$ cat src/rtl/config_accumulator.sv
// config_accumulator
//   Accumulates the signed product stream of the 4-bit shift-adder multiplier
//   into a dot-product result. In full precision it is one wide signed
//   accumulator. In halved precision the product carries two independent
//   signed half-width results that are summed in two carry-isolated lanes.
//
// Ports
//   clk, rst          rising-edge clock, asynchronous active-high reset
//   acc_len           products per group (0 is treated as 1), sampled on first beat
//   halvedPrecision   1 = two-lane mode, 0 = full-width mode, sampled on first beat
//   in_valid/in_ready product handshake (in_ready low only while a result is held)
//   product           signed product from the multiplier
//   out_valid/ready   result handshake
//   out_acc           finished sum; {hi_lane, lo_lane} in halved mode
//   out_halved        mode the held result was built in
module config_accumulator #(
    parameter int PROD_WIDTH = 8,
    parameter int ACC_WIDTH  = 16,
    parameter int LEN_WIDTH  = 5
) (
    input  logic                  clk,
    input  logic                  rst,
    input  logic [LEN_WIDTH-1:0]  acc_len,
    input  logic                  halvedPrecision,
    input  logic                  in_valid,
    output logic                  in_ready,
    input  logic [PROD_WIDTH-1:0] product,
    output logic                  out_valid,
    input  logic                  out_ready,
    output logic [ACC_WIDTH-1:0]  out_acc,
    output logic                  out_halved
);
    localparam int HP = PROD_WIDTH / 2;
    localparam int HA = ACC_WIDTH / 2;

    typedef enum logic [1:0] {S_IDLE, S_ACCUM, S_HOLD} state_t;

    state_t                 r_state, w_state_nxt;
    logic [ACC_WIDTH-1:0]   r_acc, w_base, w_ext, w_sum;
    logic [LEN_WIDTH-1:0]   r_count, r_len, w_len_in;
    logic                   r_mode, w_mode;
    logic                   w_beat, w_last, w_take;
    logic                   r_out_valid, r_out_halved;
    logic [ACC_WIDTH-1:0]   r_out_acc;

    assign in_ready   = (r_state != S_HOLD);
    assign out_valid  = r_out_valid;
    assign out_acc    = r_out_acc;
    assign out_halved = r_out_halved;

    assign w_beat   = in_valid && in_ready;
    assign w_take   = r_out_valid && out_ready;
    assign w_len_in = (acc_len == '0) ? LEN_WIDTH'(1) : acc_len;

    // On the first beat the live mode input applies; afterwards the latched one.
    assign w_mode = (r_state == S_IDLE) ? halvedPrecision : r_mode;
    // A group always starts from zero, so the first beat ignores r_acc.
    assign w_base = (r_state == S_IDLE) ? '0 : r_acc;

    always_comb begin
        w_ext = '0;
        w_sum = '0;
        if (w_mode) begin
            // Separate lane adds: no carry can cross from lo into hi.
            w_ext[HA-1:0]         = HA'($signed(product[HP-1:0]));
            w_ext[ACC_WIDTH-1:HA] = HA'($signed(product[PROD_WIDTH-1:HP]));
            w_sum[HA-1:0]         = w_base[HA-1:0] + w_ext[HA-1:0];
            w_sum[ACC_WIDTH-1:HA] = w_base[ACC_WIDTH-1:HA] + w_ext[ACC_WIDTH-1:HA];
        end else begin
            w_ext = ACC_WIDTH'($signed(product));
            w_sum = w_base + w_ext;
        end
    end

    always_comb begin
        w_last = 1'b0;
        case (r_state)
            S_IDLE:  w_last = (w_len_in == LEN_WIDTH'(1));
            S_ACCUM: w_last = ((r_count + LEN_WIDTH'(1)) == r_len);
            default: w_last = 1'b0;
        endcase
    end

    always_comb begin
        w_state_nxt = r_state;
        case (r_state)
            S_IDLE, S_ACCUM: if (w_beat) w_state_nxt = w_last ? S_HOLD : S_ACCUM;
            S_HOLD:          if (w_take) w_state_nxt = S_IDLE;
            default:         w_state_nxt = S_IDLE;
        endcase
    end

    always_ff @(posedge clk or posedge rst) begin
        if (rst) r_state <= S_IDLE;
        else     r_state <= w_state_nxt;
    end

    always_ff @(posedge clk or posedge rst) begin
        if (rst) begin
            r_acc        <= '0;
            r_count      <= '0;
            r_len        <= LEN_WIDTH'(1);
            r_mode       <= 1'b0;
            r_out_valid  <= 1'b0;
            r_out_acc    <= '0;
            r_out_halved <= 1'b0;
        end else begin
            if (w_beat) begin
                r_acc <= w_sum;
                if (r_state == S_IDLE) begin
                    r_count <= LEN_WIDTH'(1);
                    r_len   <= w_len_in;
                    r_mode  <= halvedPrecision;
                end else begin
                    r_count <= r_count + LEN_WIDTH'(1);
                end
                // Result is captured on the final beat so it is valid next cycle.
                if (w_last) begin
                    r_out_acc    <= w_sum;
                    r_out_valid  <= 1'b1;
                    r_out_halved <= w_mode;
                end
            end
            if (r_state == S_HOLD && w_take) begin
                r_out_valid <= 1'b0;
                r_acc       <= '0;
                r_count     <= '0;
            end
        end
    end
endmodule

$ cat config.mk
export PLATFORM = sky130hd
export DESIGN_NAME = config_accumulator
export DESIGN_NICKNAME = d
export VERILOG_FILES = /design/src/rtl/config_accumulator.sv
export SDC_FILE = /design/constraint.sdc
export NUM_CORES = 1
export LEC_CHECK = 0
export BUFFER_PORTS_ARGS = -buffer_cell sky130_fd_sc_hd__buf_2
export CORE_ASPECT_RATIO = 1.75
export CORE_UTILIZATION = 35
export CTS_CLUSTER_DIAMETER = 40
export DETAILED_ROUTE_END_ITERATION = 8
export GPL_ROUTABILITY_DRIVEN = 0
export PLACE_DENSITY = 0.56
export RECOVER_POWER = 25
export SETUP_SLACK_MARGIN = 0.5
export SYNTH_ARGS = -nofsm -noshare
export SYNTH_HDL_FRONTEND = slang
export SYNTH_SLANG_ARGS = --single-unit
export TNS_END_PERCENT = 30
$ cat constraint.sdc
create_clock -name clk -period 3.4 [get_ports clk]
set_input_delay 0.17 -clock clk [delete_from_list [all_inputs] [get_ports clk]]
set_output_delay 0.17 -clock clk [all_outputs]
set_load 0.02 [all_outputs]
==> qor.txt, run 1 <==
Outcome: finished, violations left
Failing checks: max-capacitance violations, max-slew violations
Asr flop ratio synth: 100%
Post-synth EDFFs: 0
Dpl hpwl: 6840 um
Top_reg_cell synth: dfrtp_1
Worst Hold Class: primary input to flop
Post-route ant nets: 0
Crit path max fanout: 8
ANT cells: 0
DR vias: 3,159
Final Cell Area: 0.00411 mm2
Area Growth Syn to Fin: 19.2%
Finished Layout Cells: 546
Placed cell count: 526
Initial DRC Count: 273
Total iterations of the first detailed-routing run: 5
Die Y-Extent: 133 um
CP cell instances: or2_4 -> and2_4 -> ha_4 -> fa_2 -> nand3_4 -> a31oi_1 -> o211ai_1 -> nand3_2 -> buf_6 -> a22oi_4 -> buf_6 -> a2111o_1 -> o311ai_2
Number of port buffers: 36
Combinational power share: 64.7%
Hold_buf cts: 0
Worst EP arrival: 3.10 ns
Slew @ Worst Pin: 1.79 ns
Ratio of cells with drive above 1 in the final layout: 24.1%
Register area share after synthesis: 34.2%
Sw Share: 46.3%
Synth Cell Area: 0.00344 mm2
DRC Markers: 0
CP endpoint kind: flop
CTS buffer count: 5
Leak Pwr: 1.74 nW
Worst setup SP type: flop
Kind of critical path: flop to flop
Synth warn: 0
Core Rows: 47
P_int: 2.52 mW
Worst path slowest cell: dfrtp_1
Pins Over Slew Limit: 48
Clk buf depth: 2
Starting Density: 36.2%
Clock Power Share: 12.5%
Setup violations, final: 0
Synth Instances: 389
Reg power frac: 22.8%
Delay-heaviest family, CP: compound AO/OA/AOI/OAI gates
Global-route wire length before repair: 16,000 um
Via density per instance: 5.79
Crit-path max cell delay: 0.38 ns
Syn_nets: 419
Htree depth: 2
Syn Area/Cell: 8.85 um2
Register bit total from synthesis: 47
Tot GR Track Use: 19.8%
Largest net degree at the start of global routing: 48
Fmax: 339 MHz
Most frequent cells in the layout: dfrtp_1 (46), nand2_1 (40), buf_2 (36), o21ai_0 (27), xnor2_1 (23)
Register area: 0.00118 mm2
Total of max-cap violations: 1
Fillers: 979
NetSw: 2.18 mW
CTS tree: built
Post-Route WL: 9570 um
Root cell of the clock tree: clkbuf_16
Routed length per instance: 17.5 um
Core box area: 0.00953 mm2
Worst path bufs/invs: 2
Initial antenna violation count: 0
Reg-to-reg slack, setup: 0.45 ns
Cell variety after synth: 70
Multi-input logic area: 0.00224 mm2
GRT overflow: 0
Slew Limit Headroom: -19.7%
Clk_skew: 0.0168 ns
IO Pins: 37
Post-route setup TNS: 0 ns
Die area: 0.0103 mm2
WP data required: 3.56 ns
Total Nets Final: 453
Die width: 77.0 um
Most Frequent Cell on Critical Path: buf_6
Min Tclk post-route: 2.95 ns
Hold_ws: 0.0944 ns
CTS Sinks: 47
IR Drop Worst-Case VDD: 0.458 mV
RSZ-0062 raised after global routing: true
Placed inst area: 0.00373 mm2
Vias in the first global route: 3,253
Worst-path clk slew: 0.08 ns
Pwr Density: 1140 mW/mm2
Clk_lat worst skew: 0.30 ns
Commonest non-fill, non-tap cell in the layout: dfrtp_1
Hold Fails Final Rpt: 0
Period utilization: 86.7%
[metrics by stage]
step,setup slack [ns],utilization [%],power (mW)
floorplan,0.0653,-,3.19
global placement,0.308,39.1,3.74
detailed placement,0.218,39.1,3.79
CTS,0.499,42.5,4.61
global route,0.316,43.1,5.06
finish,0.452,43.1,4.70
[synthesized netlist by cell type, types with 2 or more instances]
library cell | count | area share [%]
nand2_1 | 40 | 4.4
ha_1 | 11 | 4.0
nor3_1 | 4 | 0.58
a32o_1 | 2 | 0.58
o31ai_1 | 4 | 0.87
o22ai_1 | 2 | 0.36
nor2b_1 | 2 | 0.36
a31oi_1 | 9 | 1.6
a211oi_1 | 4 | 0.87
a32oi_1 | 2 | 0.51
nand3_1 | 12 | 1.7
buf_6 | 2 | 0.65
mux2_2 | 11 | 3.6
a21o_1 | 6 | 1.3
o311ai_1 | 4 | 1.0
and3_1 | 5 | 0.91
nand4_1 | 3 | 0.54
buf_2 | 8 | 1.2
mux2i_1 | 6 | 1.7
and2_1 | 16 | 2.9
nor4_1 | 5 | 0.91
xor2_1 | 8 | 2.0
nor2_1 | 18 | 2.0
dfrtp_1 | 46 | 33
o211ai_1 | 6 | 1.3
a22o_1 | 6 | 1.5
o21ai_0 | 27 | 3.9
o41ai_1 | 2 | 0.51
o21a_1 | 2 | 0.44
or3_1 | 4 | 0.73
xnor2_1 | 23 | 5.8
clkbuf_1 | 16 | 1.7
a21oi_1 | 22 | 3.2
a2111o_1 | 2 | 0.65
o21ai_1 | 5 | 0.73
inv_1 | 10 | 1.1
[power groups by stage]
| stage | sequential (mW) | clock, mW | combinational [mW] |
|---|---|---|---|
| finish | 1.07 | 0.588 | 3.04 |
| global route | 1.11 | 0.622 | 3.32 |
| CTS | 1.07 | 0.601 | 2.95 |
| detailed placement | 1.07 | 0 | 2.71 |
| global placement | 1.07 | 0 | 2.68 |
| floorplan | 1.08 | 0 | 2.12 |
[state kept, by name, summed over array words and instances (netlist names)]
| signal | count |
|---|---|
| out_valid | 1 |
| out_halved | 1 |
| r_mode | 1 |
| r_count | 5 |
| r_len | 5 |
| r_state | 2 |
| r_acc | 16 |
| out_acc | 16 |
[path summary, 6_finish.rpt]
kind | startpoint | to | depth (start not counted)
max | r_state[1] | out_acc[14] | 13
min | acc_len[0] | r_len[0] | 2
max reg2reg | r_state[1] | out_acc[14] | 13
min reg2reg | r_acc[11] | r_acc[11] | 2
max in group asynchronous | rst | r_acc[5] | 2
min in group asynchronous | rst | out_acc[8] | 2
[cell type report]
class | count | area share (%)
multi-input cells | 304 | 54.6
flip-flops and latches | 47 | 28.7
repair buffers | 54 | 7.86
well taps | 122 | 3.72
clock buffers | 5 | 3.05
clock inverters | 3 | 1.13
inverters | 11 | 1.01
[timing repair]
item | CTS | global route
endpoints found under the setup margin | 15 | 15
pin swaps | 7 | 4
gates resized for setup | 13 | 4
setup buffers | 8 | 4
[per-layer routing]
metal	GRT usage, %	vias up	part of all wire (%)
met5	0	-	0
met4	9.43	0	2.6
met3	2.60	21	2.8
met2	35.2	78	52
met1	23.1	1548	42
li1	-	1512	-
[cells by family after synthesis]
family          after synthesis  synth area share (%)
fa+ha+maj                    12                  4.58
xor+xnor                     31                  7.88
simple gates                119                  17.5
mux                          17                  5.34
buf+inv                      38                  4.98
flops                        47                  34.2
compound gates              125                  25.5
(Power assumes the default switching activity.)
==> run 2, diff against run 1 <==
--- a/config.mk
+++ b/config.mk
@@ -13,7 +13,7 @@
 export GPL_ROUTABILITY_DRIVEN = 0
 export PLACE_DENSITY = 0.56
 export RECOVER_POWER = 25
-export SETUP_SLACK_MARGIN = 0.5
+export SETUP_SLACK_MARGIN = 0.02
 export SYNTH_ARGS = -nofsm -noshare
 export SYNTH_HDL_FRONTEND = slang
 export SYNTH_SLANG_ARGS = --single-unit
==> qor.txt, run 2 (synthesis gave the netlist of run 1 again) <==
CTS buffer count: 5
Worst-path clk slew: 0.08 ns
Post-Route WL: 9320 um
CTS Sinks: 47
Clk_skew: 0.0114 ns
RSZ-0062 raised after global routing: false
Worst setup SP type: flop
Delay-heaviest family, CP: simple AND/OR/NAND/NOR gates
CP cell instances: or2_1 -> and2_1 -> ha_1 -> fa_2 -> nand3_2 -> a31oi_1 -> o211ai_1 -> nand3_2 -> or3_1 -> and3_1 -> a32o_1
Setup violations, final: 0
Worst EP arrival: 3.35 ns
Ratio of cells with drive above 1 in the final layout: 19.0%
Vias in the first global route: 3,064
Pwr Density: 1120 mW/mm2
Slew Limit Headroom: -19.0%
Core box area: 0.00953 mm2
ANT cells: 0
Total of max-cap violations: 1
Sw Share: 47.2%
Reg power frac: 24.2%
Starting Density: 36.2%
IR Drop Worst-Case VDD: 0.449 mV
Most Frequent Cell on Critical Path: nand3_2
Combinational power share: 62.2%
Clk_lat worst skew: 0.30 ns
Core Rows: 47
CP endpoint kind: flop
Period utilization: 92.6%
Total Power: 4.39 mW
Total Nets Final: 444
GRT overflow: 0
Initial antenna violation count: 0
Die Y-Extent: 133 um
Clock Power Share: 13.6%
Total iterations of the first detailed-routing run: 4
Most frequent cells in the layout: dfrtp_1 (46), nand2_1 (40), buf_2 (36), o21ai_0 (27), xnor2_1 (23)
Postcts setup bufs: 0
Leak Pwr: 1.67 nW
Worst path bufs/invs: 0
Initial DRC Count: 263
Min Tclk post-route: 3.15 ns
Kind of critical path: flop to flop
Commonest non-fill, non-tap cell in the layout: dfrtp_1
Via density per instance: 5.69
Largest net degree at the start of global routing: 48
Die width: 77.0 um
Post-route ant nets: 0
Crit path max fanout: 8
Failing checks: max-capacitance violations, max-slew violations
Area Growth Syn to Fin: 13.3%
Clk buf depth: 2
Outcome: finished, violations left
Worst Hold Class: primary input to flop
NetSw: 2.07 mW
CTS tree: built
Pins Over Slew Limit: 48
Hold Fails Final Rpt: 0
Die area: 0.0103 mm2
DRC Markers: 0
Fmax: 318 MHz
Post-route setup TNS: 0 ns
Tot GR Track Use: 19.2%
Routed length per instance: 17.4 um
Root cell of the clock tree: clkbuf_16
Htree depth: 2
Global-route wire length before repair: 15,400 um
Dpl hpwl: 6870 um
DR vias: 3,057
Number of port buffers: 36
IO Pins: 37
Crit-path max cell delay: 0.38 ns
Slew @ Worst Pin: 1.78 ns
P_int: 2.32 mW
WP data required: 3.60 ns
Worst path slowest cell: fa_2
-- run 2: cell types whose count changed in the layout (fill, tap and decap cells not counted), sizes merged --
cell,before,now
buf,54,45
-- run 2: what timing repair did --
action,4_1_cts,5_1_grt
endpoints found under the setup margin,0,1
hold buffers,0,0
resized for setup,0,1
-- run 2: routing by layer --
metal | vias up | track usage (%) | wire length, um
met5 | - | 0 | 0
met4 | 0 | 8.49 | 233
met3 | 16 | 1.99 | 284
met2 | 74 | 34.1 | 4800
met1 | 1472 | 23.2 | 4000
li1 | 1495 | - | -
-- run 2: area by class of cell --
| cell class | count | area (um2) |
|---|---|---|
| fill | 1016 | 5620 |
| timing repair buffer | 45 | 248 |
| clock inverter | 3 | 46.3 |
| inverter | 11 | 41.3 |
| tap | 122 | 153 |
| sequential | 47 | 1180 |
| clock buffer | 5 | 125 |
| multi-input combinational | 304 | 2110 |
-- run 2: metrics by stage --
stage | utilization, % | area (um2) | hold WS, ns | instances | setup slack [ns]
floorplan | - | 3450 | 0.298 | 389 | 0.0211
global placement | 39.1 | 3730 | 0.386 | 529 | 0.342
detailed placement | 39.1 | 3730 | 0.389 | 529 | 0.234
CTS | 40.9 | 3900 | 0.0743 | 537 | 0.215
global route | 41.0 | 3900 | 0.0990 | 537 | 0.0504
finish | 41.0 | 3900 | 0.0757 | 537 | 0.251
-- run 2: path summary, 6_finish.rpt --
check,from,endpoint,slack (ns),depth (start not counted)
max reg2reg,r_state[1],r_acc[8],0.25,11
max,r_state[1],r_acc[8],0.25,11
min,acc_len[0],r_len[0],0.08,2
min reg2reg,out_acc[5],out_acc[5],0.48,2
min in group asynchronous,rst,r_acc[3],0.43,2
max in group asynchronous,rst,r_acc[11],1.94,2
-- run 2: power by group through the flow --
stage	combinational [mW]	sequential, mW	clock [mW]
2_1_floorplan	2.07	1.08	0
3_3_place_gp	2.68	1.07	0
3_5_place_dp	2.70	1.07	0
4_1_cts	2.73	1.06	0.605
5_1_grt	3.01	1.11	0.621
6_report	2.73	1.06	0.596
